### src/rtl/pipe_ctrl_pkg.sv
// Shared types and defaults for the pipeline stall/flush sequencer.
// Holds the state encoding, request priority encoding and counter widths.
package pipe_ctrl_pkg;

  localparam int FLUSH_CYC_DEF = 2;
  localparam int DRAIN_CYC_DEF = 3;
  localparam int MWAIT_MAX_DEF = 15;
  localparam int SEQ_CW        = 2;
  localparam int MCNT_W        = 4;

  typedef enum logic [2:0] {
    ST_HALT  = 3'd0,
    ST_RUN   = 3'd1,
    ST_LDSTL = 3'd2,
    ST_MWAIT = 3'd3,
    ST_FLUSH = 3'd4,
    ST_DRAIN = 3'd5
  } state_t;

  typedef enum logic [2:0] {
    REQ_NONE = 3'd0,
    REQ_STOP = 3'd1,
    REQ_TRAP = 3'd2,
    REQ_JMP  = 3'd3,
    REQ_MEM  = 3'd4,
    REQ_LD   = 3'd5
  } req_t;

  // Highest-priority request wins; the rest are level inputs and get re-seen later.
  function automatic req_t prio_req(input logic stop, input logic trap, input logic jmp,
                                    input logic mem, input logic ld);
    if (stop) return REQ_STOP;
    if (trap) return REQ_TRAP;
    if (jmp)  return REQ_JMP;
    if (mem)  return REQ_MEM;
    if (ld)   return REQ_LD;
    return REQ_NONE;
  endfunction

endpackage

### src/rtl/pipe_ctrl_if.sv
// Hazard/redirect requests into the sequencer and pipeline control back out.
interface pipe_ctrl_if;
  logic cpu_start;
  logic cpu_stop;
  logic stall_ld;
  logic mem_wait;
  logic jmp_taken_ex;
  logic trap_req;
  logic stall;
  logic stall_fe;
  logic bubble_ex;
  logic rst_pipe;
  logic pc_redirect;
  logic trap_ack;
  logic mem_tmo;
  logic cpu_running;

  modport master (
    input  cpu_start, cpu_stop, stall_ld, mem_wait, jmp_taken_ex, trap_req,
    output stall, stall_fe, bubble_ex, rst_pipe, pc_redirect, trap_ack, mem_tmo, cpu_running
  );

  modport slave (
    output cpu_start, cpu_stop, stall_ld, mem_wait, jmp_taken_ex, trap_req,
    input  stall, stall_fe, bubble_ex, rst_pipe, pc_redirect, trap_ack, mem_tmo, cpu_running
  );
endinterface

### src/rtl/pipe_ctrl_seq_cnt.sv
// Loadable down-counter with zero flag and freeze, shared by FLUSH and DRAIN.
module pc_seq_cnt #(
  parameter int W = 2
) (
  input  logic         clk,
  input  logic         rst_n,
  input  logic         load,
  input  logic [W-1:0] load_val,
  input  logic         dec,
  input  logic         freeze,
  output logic [W-1:0] cnt,
  output logic         zero
);

  always_ff @(posedge clk or negedge rst_n) begin
    if (!rst_n)
      cnt <= '0;
    else if (load)
      cnt <= load_val;
    else if (dec && !freeze && (cnt != '0))
      cnt <= cnt - W'(1);
  end

  assign zero = (cnt == '0);

endmodule

### src/rtl/pipe_ctrl.sv
// Stall/flush sequencer for the 5-stage pipeline: arbitrates hazard and redirect
// requests and drives stall, front-end stall, EX bubble and pipe flush.
//
//  state | meaning
//  HALT  | debug halted, whole pipe frozen
//  RUN   | normal issue, requests arbitrated by priority
//  LDSTL | one cycle after a load-use bubble, load now in MA
//  MWAIT | data memory wait, pipe frozen, timeout counter running
//  FLUSH | remaining rst_pipe cycles after a taken jump
//  DRAIN | no new issue while EX..WB retire, then trap redirect
module pipe_ctrl
  import pipe_ctrl_pkg::*;
#(
  parameter int FLUSH_CYC = FLUSH_CYC_DEF,
  parameter int DRAIN_CYC = DRAIN_CYC_DEF,
  parameter int MWAIT_MAX = MWAIT_MAX_DEF
) (
  input logic        clk,
  input logic        rst_n,
  pipe_ctrl_if.master bus
);

  state_t              state, state_nxt;
  req_t                req;
  logic [MCNT_W-1:0]   mcnt, mcnt_nxt, mcnt_inc;
  logic                stop_pend, stop_pend_nxt;
  logic                seq_load, seq_dec, seq_freeze, seq_zero;
  logic [SEQ_CW-1:0]   seq_load_val, seq_cnt;
  logic                stall, stall_fe, bubble_ex, rst_pipe;
  logic                pc_redirect, trap_ack, mem_tmo;

  assign req      = prio_req(bus.cpu_stop, bus.trap_req, bus.jmp_taken_ex,
                             bus.mem_wait, bus.stall_ld);
  assign mcnt_inc = (mcnt == '1) ? mcnt : mcnt + MCNT_W'(1);

  always_ff @(posedge clk or negedge rst_n) begin
    if (!rst_n) begin
      state     <= ST_HALT;
      mcnt      <= '0;
      stop_pend <= 1'b0;
    end else begin
      state     <= state_nxt;
      mcnt      <= mcnt_nxt;
      stop_pend <= stop_pend_nxt;
    end
  end

  pc_seq_cnt #(.W(SEQ_CW)) u_seq_cnt (
    .clk      (clk),
    .rst_n    (rst_n),
    .load     (seq_load),
    .load_val (seq_load_val),
    .dec      (seq_dec),
    .freeze   (seq_freeze),
    .cnt      (seq_cnt),
    .zero     (seq_zero)
  );

  always_comb begin
    state_nxt     = state;
    mcnt_nxt      = '0;
    stop_pend_nxt = 1'b0;
    seq_load      = 1'b0;
    seq_load_val  = '0;
    seq_dec       = 1'b0;
    seq_freeze    = 1'b0;
    stall         = 1'b0;
    stall_fe      = 1'b0;
    bubble_ex     = 1'b0;
    rst_pipe      = 1'b0;
    pc_redirect   = 1'b0;
    trap_ack      = 1'b0;
    mem_tmo       = 1'b0;

    case (state)
      ST_HALT: begin
        stall = 1'b1;
        if (bus.cpu_start && !bus.cpu_stop) state_nxt = ST_RUN;
      end

      ST_RUN: begin
        case (req)
          REQ_STOP: state_nxt = ST_HALT;
          REQ_TRAP: begin
            state_nxt    = ST_DRAIN;
            seq_load     = 1'b1;
            seq_load_val = SEQ_CW'(DRAIN_CYC - 1);
          end
          REQ_JMP: begin
            // The redirect cycle itself is the first rst_pipe cycle.
            pc_redirect = 1'b1;
            rst_pipe    = 1'b1;
            if (FLUSH_CYC > 1) begin
              state_nxt    = ST_FLUSH;
              seq_load     = 1'b1;
              seq_load_val = SEQ_CW'(FLUSH_CYC - 1);
            end
          end
          REQ_MEM: begin
            stall     = 1'b1;
            mcnt_nxt  = mcnt_inc;
            state_nxt = ST_MWAIT;
          end
          REQ_LD: begin
            stall_fe  = 1'b1;
            bubble_ex = 1'b1;
            state_nxt = ST_LDSTL;
          end
          default: ;
        endcase
      end

      ST_LDSTL: state_nxt = ST_RUN;

      ST_MWAIT: begin
        if (bus.mem_wait) begin
          stall    = 1'b1;
          mcnt_nxt = mcnt_inc;
          mem_tmo  = (mcnt == MCNT_W'(MWAIT_MAX - 1));
        end else begin
          state_nxt = ST_RUN;
        end
      end

      ST_FLUSH: begin
        rst_pipe = 1'b1;
        seq_dec  = 1'b1;
        if (seq_zero || (seq_cnt == SEQ_CW'(1))) state_nxt = ST_RUN;
      end

      ST_DRAIN: begin
        stall_fe      = 1'b1;
        bubble_ex     = 1'b1;
        seq_dec       = 1'b1;
        stop_pend_nxt = stop_pend | bus.cpu_stop;
        if (bus.mem_wait) begin
          stall      = 1'b1;
          seq_freeze = 1'b1;
        end else if (seq_zero) begin
          stop_pend_nxt = 1'b0;
          if (stop_pend || bus.cpu_stop) begin
            state_nxt = ST_HALT;
          end else begin
            pc_redirect = 1'b1;
            trap_ack    = 1'b1;
            rst_pipe    = 1'b1;
            state_nxt   = ST_RUN;
          end
        end
      end

      default: state_nxt = ST_HALT;
    endcase
  end

  assign bus.stall       = stall;
  assign bus.stall_fe    = stall_fe;
  assign bus.bubble_ex   = bubble_ex;
  assign bus.rst_pipe    = rst_pipe;
  assign bus.pc_redirect = pc_redirect;
  assign bus.trap_ack    = trap_ack;
  assign bus.mem_tmo     = mem_tmo;
  assign bus.cpu_running = (state != ST_HALT);

endmodule

### src/flat_wrapper.sv
// flat-port wrapper written by rule: the top's interface ports become plain ports
module pipe_ctrl_flat import pipe_ctrl_pkg::*;
#(
  parameter int FLUSH_CYC = FLUSH_CYC_DEF,
  parameter int DRAIN_CYC = DRAIN_CYC_DEF,
  parameter int MWAIT_MAX = MWAIT_MAX_DEF
)
  (clk, rst_n, bus_cpu_start, bus_cpu_stop, bus_stall_ld, bus_mem_wait, bus_jmp_taken_ex, bus_trap_req, bus_stall, bus_stall_fe, bus_bubble_ex, bus_rst_pipe, bus_pc_redirect, bus_trap_ack, bus_mem_tmo, bus_cpu_running);
  pipe_ctrl_if bus_i ();
  input logic clk;
  input logic rst_n;
  input wire logic [$bits(bus_i.cpu_start)-1:0] bus_cpu_start;
  input wire logic [$bits(bus_i.cpu_stop)-1:0] bus_cpu_stop;
  input wire logic [$bits(bus_i.stall_ld)-1:0] bus_stall_ld;
  input wire logic [$bits(bus_i.mem_wait)-1:0] bus_mem_wait;
  input wire logic [$bits(bus_i.jmp_taken_ex)-1:0] bus_jmp_taken_ex;
  input wire logic [$bits(bus_i.trap_req)-1:0] bus_trap_req;
  output wire logic [$bits(bus_i.stall)-1:0] bus_stall;
  output wire logic [$bits(bus_i.stall_fe)-1:0] bus_stall_fe;
  output wire logic [$bits(bus_i.bubble_ex)-1:0] bus_bubble_ex;
  output wire logic [$bits(bus_i.rst_pipe)-1:0] bus_rst_pipe;
  output wire logic [$bits(bus_i.pc_redirect)-1:0] bus_pc_redirect;
  output wire logic [$bits(bus_i.trap_ack)-1:0] bus_trap_ack;
  output wire logic [$bits(bus_i.mem_tmo)-1:0] bus_mem_tmo;
  output wire logic [$bits(bus_i.cpu_running)-1:0] bus_cpu_running;
  assign bus_i.cpu_start = bus_cpu_start;
  assign bus_i.cpu_stop = bus_cpu_stop;
  assign bus_i.stall_ld = bus_stall_ld;
  assign bus_i.mem_wait = bus_mem_wait;
  assign bus_i.jmp_taken_ex = bus_jmp_taken_ex;
  assign bus_i.trap_req = bus_trap_req;
  assign bus_stall = bus_i.stall;
  assign bus_stall_fe = bus_i.stall_fe;
  assign bus_bubble_ex = bus_i.bubble_ex;
  assign bus_rst_pipe = bus_i.rst_pipe;
  assign bus_pc_redirect = bus_i.pc_redirect;
  assign bus_trap_ack = bus_i.trap_ack;
  assign bus_mem_tmo = bus_i.mem_tmo;
  assign bus_cpu_running = bus_i.cpu_running;
  pipe_ctrl #(.FLUSH_CYC(FLUSH_CYC), .DRAIN_CYC(DRAIN_CYC), .MWAIT_MAX(MWAIT_MAX)) u_core (.clk(clk), .rst_n(rst_n), .bus(bus_i));
endmodule
### config.mk
export PLATFORM = sky130hd
export DESIGN_NAME = pipe_ctrl_flat
export DESIGN_NICKNAME = d
export VERILOG_FILES = /design/src/rtl/pipe_ctrl_pkg.sv /design/src/rtl/pipe_ctrl_if.sv /design/src/rtl/pipe_ctrl_seq_cnt.sv /design/src/rtl/pipe_ctrl.sv /design/src/flat_wrapper.sv
export SDC_FILE = /design/constraint.sdc
export NUM_CORES = 1
export LEC_CHECK = 0
export ABC_AREA = 1
export BUFFER_PORTS_ARGS = -buffer_cell sky130_fd_sc_hd__buf_4
export CORE_MARGIN = 4
export CORE_UTILIZATION = 50
export CTS_CLUSTER_DIAMETER = 150
export DETAILED_ROUTE_END_ITERATION = 10
export PLACE_DENSITY = 0.85
export SETUP_SLACK_MARGIN = 0.3
export SLEW_MARGIN = 5
export SYNTH_ARGS = -nofsm -noshare
export SYNTH_HDL_FRONTEND = slang
export SYNTH_SLANG_ARGS = --single-unit
### constraint.sdc
create_clock -name clk -period 2.46 [get_ports clk]
set_clock_uncertainty 0.1 [all_clocks]
set_input_delay 0.123 -clock clk [delete_from_list [all_inputs] [get_ports clk]]
set_output_delay 0.123 -clock clk [all_outputs]
set_load 0.1 [all_outputs]
==> impl_metrics.tcl, run 1 <==
set metrics [dict create \
    outcome "finished, final reports clean" \
    die_w_um 48.7 \
    cts.repair.resized 0 \
    arrival_ns 1.82 \
    synth.yosys.seq_area_share_pct 30.2 \
    clkTransAtPathRegs_ns 0.06 \
    cts_tree "yes" \
    seq_power_share_pct 21.6 \
    post_cts_buffers 0 \
    antenna_found_initial 0 \
    ioPinCount 16 \
    peakVddDrop_v 0.000704 \
    p_sw_mw 0.682 \
    finalHoldViolations 0 \
    swShare_pct 57.6 \
    worstPathMaxFanout 8 \
    area_growth_pct 22.6 \
    routabilityCongestion 0.903 \
    drv_slew 0 \
    hp-class "primary input to asynchronous set/reset pin" \
    syn_area_per_cell_um2 6.86 \
    cts.sinks 10 \
    numCtsBuffers 3 \
    wl_per_cell_um 12.2 \
    synthMostInstantiatedCell "nand2_1" \
    rows 14 \
    grt_pass1_wl_um 3450 \
    async_reset_ff_share_pct 100 \
    clk_latency_ns 0.27 \
    slew_headroom_pct 77.6 \
    grt_use_total_pct 18.5 \
    synth_top_family_by_area "simple AND/OR/NAND/NOR gates" \
    synth_nets 133 \
    post-dp-hpwl_um 1570 \
    postCtsHoldBufs 1 \
    power.share.clock_pct 12.6 \
    ys_seq_elements 10 \
    yosys.area.top_type "dfrtp_1" \
    dr.pass1.iters 5 \
    synth_compound_area_share_pct 8.45 \
    yosys_warnings 0 \
    synth_cell_types 25 \
    synthTopCellsByArea "dfrtp_1, nand2_1, nor2_1" \
    yosys.area_share.adder_pct 6.03 \
    synth_top_area_share_pct 30.2 \
    port_buffers 15 \
    gr-total-overflow 0 \
    crit_path_start "u_core.state[0]" \
    grt_max_degree 11 \
    die_area_um2 2370 \
    rr_startpoint "u_core.state[0]" \
    intPower_mw 0.502 \
    ys_top_cells_by_count "nand2_1, nor2_1, inv_1, dfrtp_1, nand3_1" \
    first_iter_violations 28 \
    comb_power_share_pct 65.8 \
    cts-root-buf "clkbuf_4" \
    cts_buffer_depth 2 \
    maxCapViolCount 0 \
    grt_setup_unrepaired "false" \
    synthMuxAreaShare_pct 0 \
    worstSetupPathType "register to primary output" \
    tightest_slew_ns 0.337 \
    totalWireLength_um 1880 \
    power.density_nw_per_um2 1160 \
    drive_above_1_share_pct 29.7 \
    p_leak_nw 0.575 \
    drcViolationCount 0 \
    post-route-min-period_ns 2.05 \
    avgViaCountPerCell 5.37 \
    synth-main-ff-cell "dfrtp_1" \
    htreeDepth 1 \
    antenna_cells 0 \
    crit_required_ns 2.24 \
    core-area_um2 1540 \
    final_core_util_pct 66.0 \
    end_kind "primary output" \
    setup_viol 0 \
    grt_pass1_vias 799 \
    synth_area_um2 830 \
    period_share_pct 83.2 \
    die_y_um 48.7 \
    start_util_pct 53.8 \
    synth-xor-area-share_pct 2.11 \
    syn_inst 121 \
    fin_nets 151 \
    synth_edf_count 0 \
    synth_simple_gate_area_share_pct 41.0 \
    num_vias 827 \
    worst_setup_path_start_kind "register" \
    setup_tns_ns 0 \
    ant_nets 0 \
    fmax_mhz 489 \
]
cell families after synthesis:
family,after synthesis
AOI/OAI and AO/OA,13
DFF,10
buffers and inverters,23
and+or+nand+nor,69
xor gates and xnor gates,2
adders and majority gates,4
per-layer routing:
layer  GRT usage [%]  wire [µm]  share of wire (%)
met5               0          0                  0
met2            28.0        901                 48
met3            4.60         86                4.6
met1            24.1        854                 45
met4            9.42         37                2.0
layout by cell type, fill, tap and decap left out, drive strengths merged:
cell	count
a22oi	1
dfrtp	10
a21oi	5
ha	4
xor2	2
nor2	19
or2	2
nor3b	1
buf	15
nand4	4
inv	20
o21ai	6
clkbuf	4
nand3	13
dlygate4sd3	1
o31ai	1
nand2	30
per-stage QoR:
step	hold slack (ns)	instance area, µm²	std cells	total power [mW]	worst slack [ns]
after global routing	0.121	1020	154	1.28	0.323
after CTS	0.104	1020	154	1.19	0.435
final	0.106	1020	154	1.18	0.413
after detailed placement	-0.144	971	149	1.04	0.738
after floorplan	-0.273	865	121	0.921	0.277
after global placement	-0.144	971	149	1.03	0.757
sequential cells by signal, indices dropped and copies added (netlist names):
register,flops
u_core.stop_pend,1
u_core.mcnt,4
u_core.state,3
u_core.u_seq_cnt.cnt,2
final cells by class:
| type | instances | area (µm²) |
|---|---|---|
| timing repair buffer | 16 | 123 |
| tap | 16 | 20.0 |
| inverter | 20 | 75.1 |
| clock buffer | 4 | 36.3 |
| multi-input combinational | 88 | 513 |
| fill | 131 | 524 |
| sequential | 10 | 250 |
critical path, stage by stage, from the launching register on:
cell and delay, ns:
dfrtp_1 0.54, nand3_2 0.22, nor2_1 0.19, nand2_1 0.13, o21ai_4 0.08, or2_4 0.12, buf_4 0.27
path summary, 6_finish.rpt:
| path | cells after the start | endpoint | slack, ns |
|---|---|---|---|
| setup / recovery | 6 | bus_rst_pipe | 0.41 |
| hold / removal | 2 | u_core.mcnt[2] | 0.11 |
| setup reg to reg | 6 | u_core.u_seq_cnt.cnt[0] | 0.96 |
| hold reg to reg | 2 | u_core.u_seq_cnt.cnt[1] | 0.45 |
| max in group asynchronous | 2 | u_core.mcnt[1] | 2.02 |
| min in group clk | 4 | u_core.state[2] | 0.11 |
power groups by stage:
stage | registers (mW) | logic, mW | clock network (mW)
detailed placement | 0.259 | 0.781 | 0
floorplan | 0.220 | 0.701 | 0
global route | 0.261 | 0.855 | 0.164
finish | 0.256 | 0.779 | 0.149
CTS | 0.255 | 0.784 | 0.153
global placement | 0.256 | 0.774 | 0
Note: power is estimated with default switching activity, not from simulation.
==> inputs of run 2 (changes only) <==
--- a/config.mk
+++ b/config.mk
@@ -8,10 +8,10 @@
 export ABC_AREA = 1
 export BUFFER_PORTS_ARGS = -buffer_cell sky130_fd_sc_hd__buf_4
 export CORE_MARGIN = 4
-export CORE_UTILIZATION = 50
+export CORE_UTILIZATION = 48
 export CTS_CLUSTER_DIAMETER = 150
 export DETAILED_ROUTE_END_ITERATION = 10
-export PLACE_DENSITY = 0.85
+export PLACE_DENSITY = 0.86
 export SETUP_SLACK_MARGIN = 0.3
 export SLEW_MARGIN = 5
 export SYNTH_ARGS = -nofsm -noshare
==> constraint.sdc (replaced) <==
create_clock -name clk -period 1.7 [get_ports clk]
set_clock_uncertainty 0.1 [all_clocks]
set_input_delay 0.085 -clock clk [delete_from_list [all_inputs] [get_ports clk]]
set_output_delay 0.085 -clock clk [all_outputs]
set_load 0.1 [all_outputs]
==> run 2 against run 1 <==
The flow now finishes with violations (setup timing). Sequential power increased by 59%. Cell count is 13% higher. Critical path depth grew 1.
==> impl_metrics.tcl, run 2 (same netlist as run 1, synthesis figures left out) <==
set metrics [dict create \
    outcome "finished, violations left" \
    violations "setup timing" \
    totalWireLength_um 3830 \
    fin_nets 171 \
    htreeDepth 1 \
    grt_setup_unrepaired "true" \
    drcViolationCount 0 \
    grt_max_degree 11 \
    dr.pass1.iters 6 \
    grt_use_total_pct 23.3 \
    wl_met3_um 429 \
    fill_cells 57 \
    avgViaCountPerCell 6.64 \
    cts_buffer_depth 2 \
    cts-root-buf "clkbuf_4" \
    die_w_um 49.6 \
    hp-class "primary input to asynchronous set/reset pin" \
    maxCapViolCount 0 \
    drive_above_1_share_pct 50.6 \
    crit_path_start "u_core.state[1]" \
    largest_reg_flops 4 \
    period_share_pct 105 \
    area_growth_pct 70.9 \
    reg_top3 "u_core.mcnt x4, u_core.state x3, u_core.u_seq_cnt.cnt x2" \
    slew_headroom_pct 78.2 \
    ioPinCount 16 \
    routabilityCongestion 0.928 \
    post-route-min-period_ns 1.79 \
    clkTransAtPathRegs_ns 0.07 \
    tightest_slew_ns 0.328 \
    setup_viol 7 \
    layout_common_cells "nand2_1, buf_4, nor2_1" \
    die_y_um 49.6 \
    rr_startpoint "u_core.state[1]" \
    wl_per_cell_um 22.0 \
    layout_commonest_cell "nand2_1" \
    cts_tree "yes" \
    drv_slew 0 \
    first_iter_violations 76 \
    gr-total-overflow 0 \
    grt_pass1_vias 962 \
    worst_setup_path_start_kind "register" \
    arrival_ns 1.61 \
    maxUsedRoutingLayer "met4" \
    r2r_cells 11 \
    post-dp-hpwl_um 1600 \
    whs_ns 0.0749 \
    power.density_nw_per_um2 1750 \
    crit_required_ns 1.51 \
    setup_ws_ns -0.0927 \
    num_vias 1156 \
    clk_latency_ns 0.27 \
    numCtsBuffers 3 \
    die_area_um2 2460 \
    end_kind "primary output" \
    antenna_cells 0 \
    port_buffers 15 \
    fmax_mhz 558 \
    core-area_um2 1580 \
    rows 14 \
    antenna_found_initial 0 \
    peakVddDrop_v 0.00118 \
    start_util_pct 52.6 \
    multi_input_area_um2 627 \
    ant_nets 0 \
    cts.sinks 10 \
    p_leak_nw 0.707 \
    wl_met2_um 1800 \
    seq_area_um2 253 \
    worstPathMaxFanout 5 \
    worstSetupPathType "register to primary output" \
    setup_tns_ns -0.365 \
    finalHoldViolations 0 \
    grt_pass1_wl_um 4330 \
    m1WireLength_um 1280 \
    regMostFlops "u_core.mcnt" \
]
==> run 2: per-layer routing <==
layer | track usage (%) | vias to the layer above
li1 | - | 460
met1 | 25.0 | 525
met2 | 41.9 | 126
met3 | 7.53 | 45
met4 | 9.22 | 0
met5 | 0 | -
==> run 2: path summary, 6_finish.rpt <==
check / end / slack [ns]
worst max-delay path: bus_rst_pipe / -0.09
worst min-delay path: u_core.mcnt[3] / 0.07
worst max register to register: u_core.state[0] / -0.02
worst min register to register: u_core.u_seq_cnt.cnt[1] / 0.46
max in group asynchronous: u_core.state[2] / 1.26
min in group clk: u_core.u_seq_cnt.cnt[1] / 0.20
==> run 2: area by class of cell <==
type                    instances  area share (%)
inverters                      20            6.09
multi-input cells              88            44.2
clock buffers                   4            2.56
repair buffers                 36            27.9
flip-flops and latches         10            17.8
well taps                      16            1.41
==> run 2: worst max-delay path, cell delays in order, from the launching register on <==
cell and delay [ns]:
dfrtp_1 0.45, inv_4 0.13, nand2_4 0.08, nor2_4 0.15, nand2_4 0.08, o21ai_4 0.13
or2_4 0.14, buf_12 0.16
==> run 2: report_power, final <==
part / total [mW] / switching, mW / internal, mW / leakage (nW)
combinational: 1.86 / 1.14 / 0.719 / 0.557
clock: 0.220 / 0.0901 / 0.130 / 0.0210
sequential: 0.408 / 0.111 / 0.297 / 0.130
total: 2.49 / 1.34 / 1.15 / 0.707
==> run 2: timing repair <==
action	4_1_cts	5_1_grt
pin swaps	7	8
resized for setup	36	15
hold buffers	1	0
endpoints found under the hold margin	10	0
endpoints found under the setup margin	16	16
setup buffers	10	6
==> run 2: stage by stage <==
step	setup WS, ns	std cells	cell area [µm²]	total power, mW	utilization, %
after floorplan	-0.305	121	907	1.40	-
after global routing	-0.145	174	1420	2.59	89.9
after CTS	-0.0128	168	1300	2.22	82.3
after global placement	0.109	153	1040	1.56	66.0
final	-0.0927	174	1420	2.49	89.9
after detailed placement	0.0709	153	1040	1.60	66.0
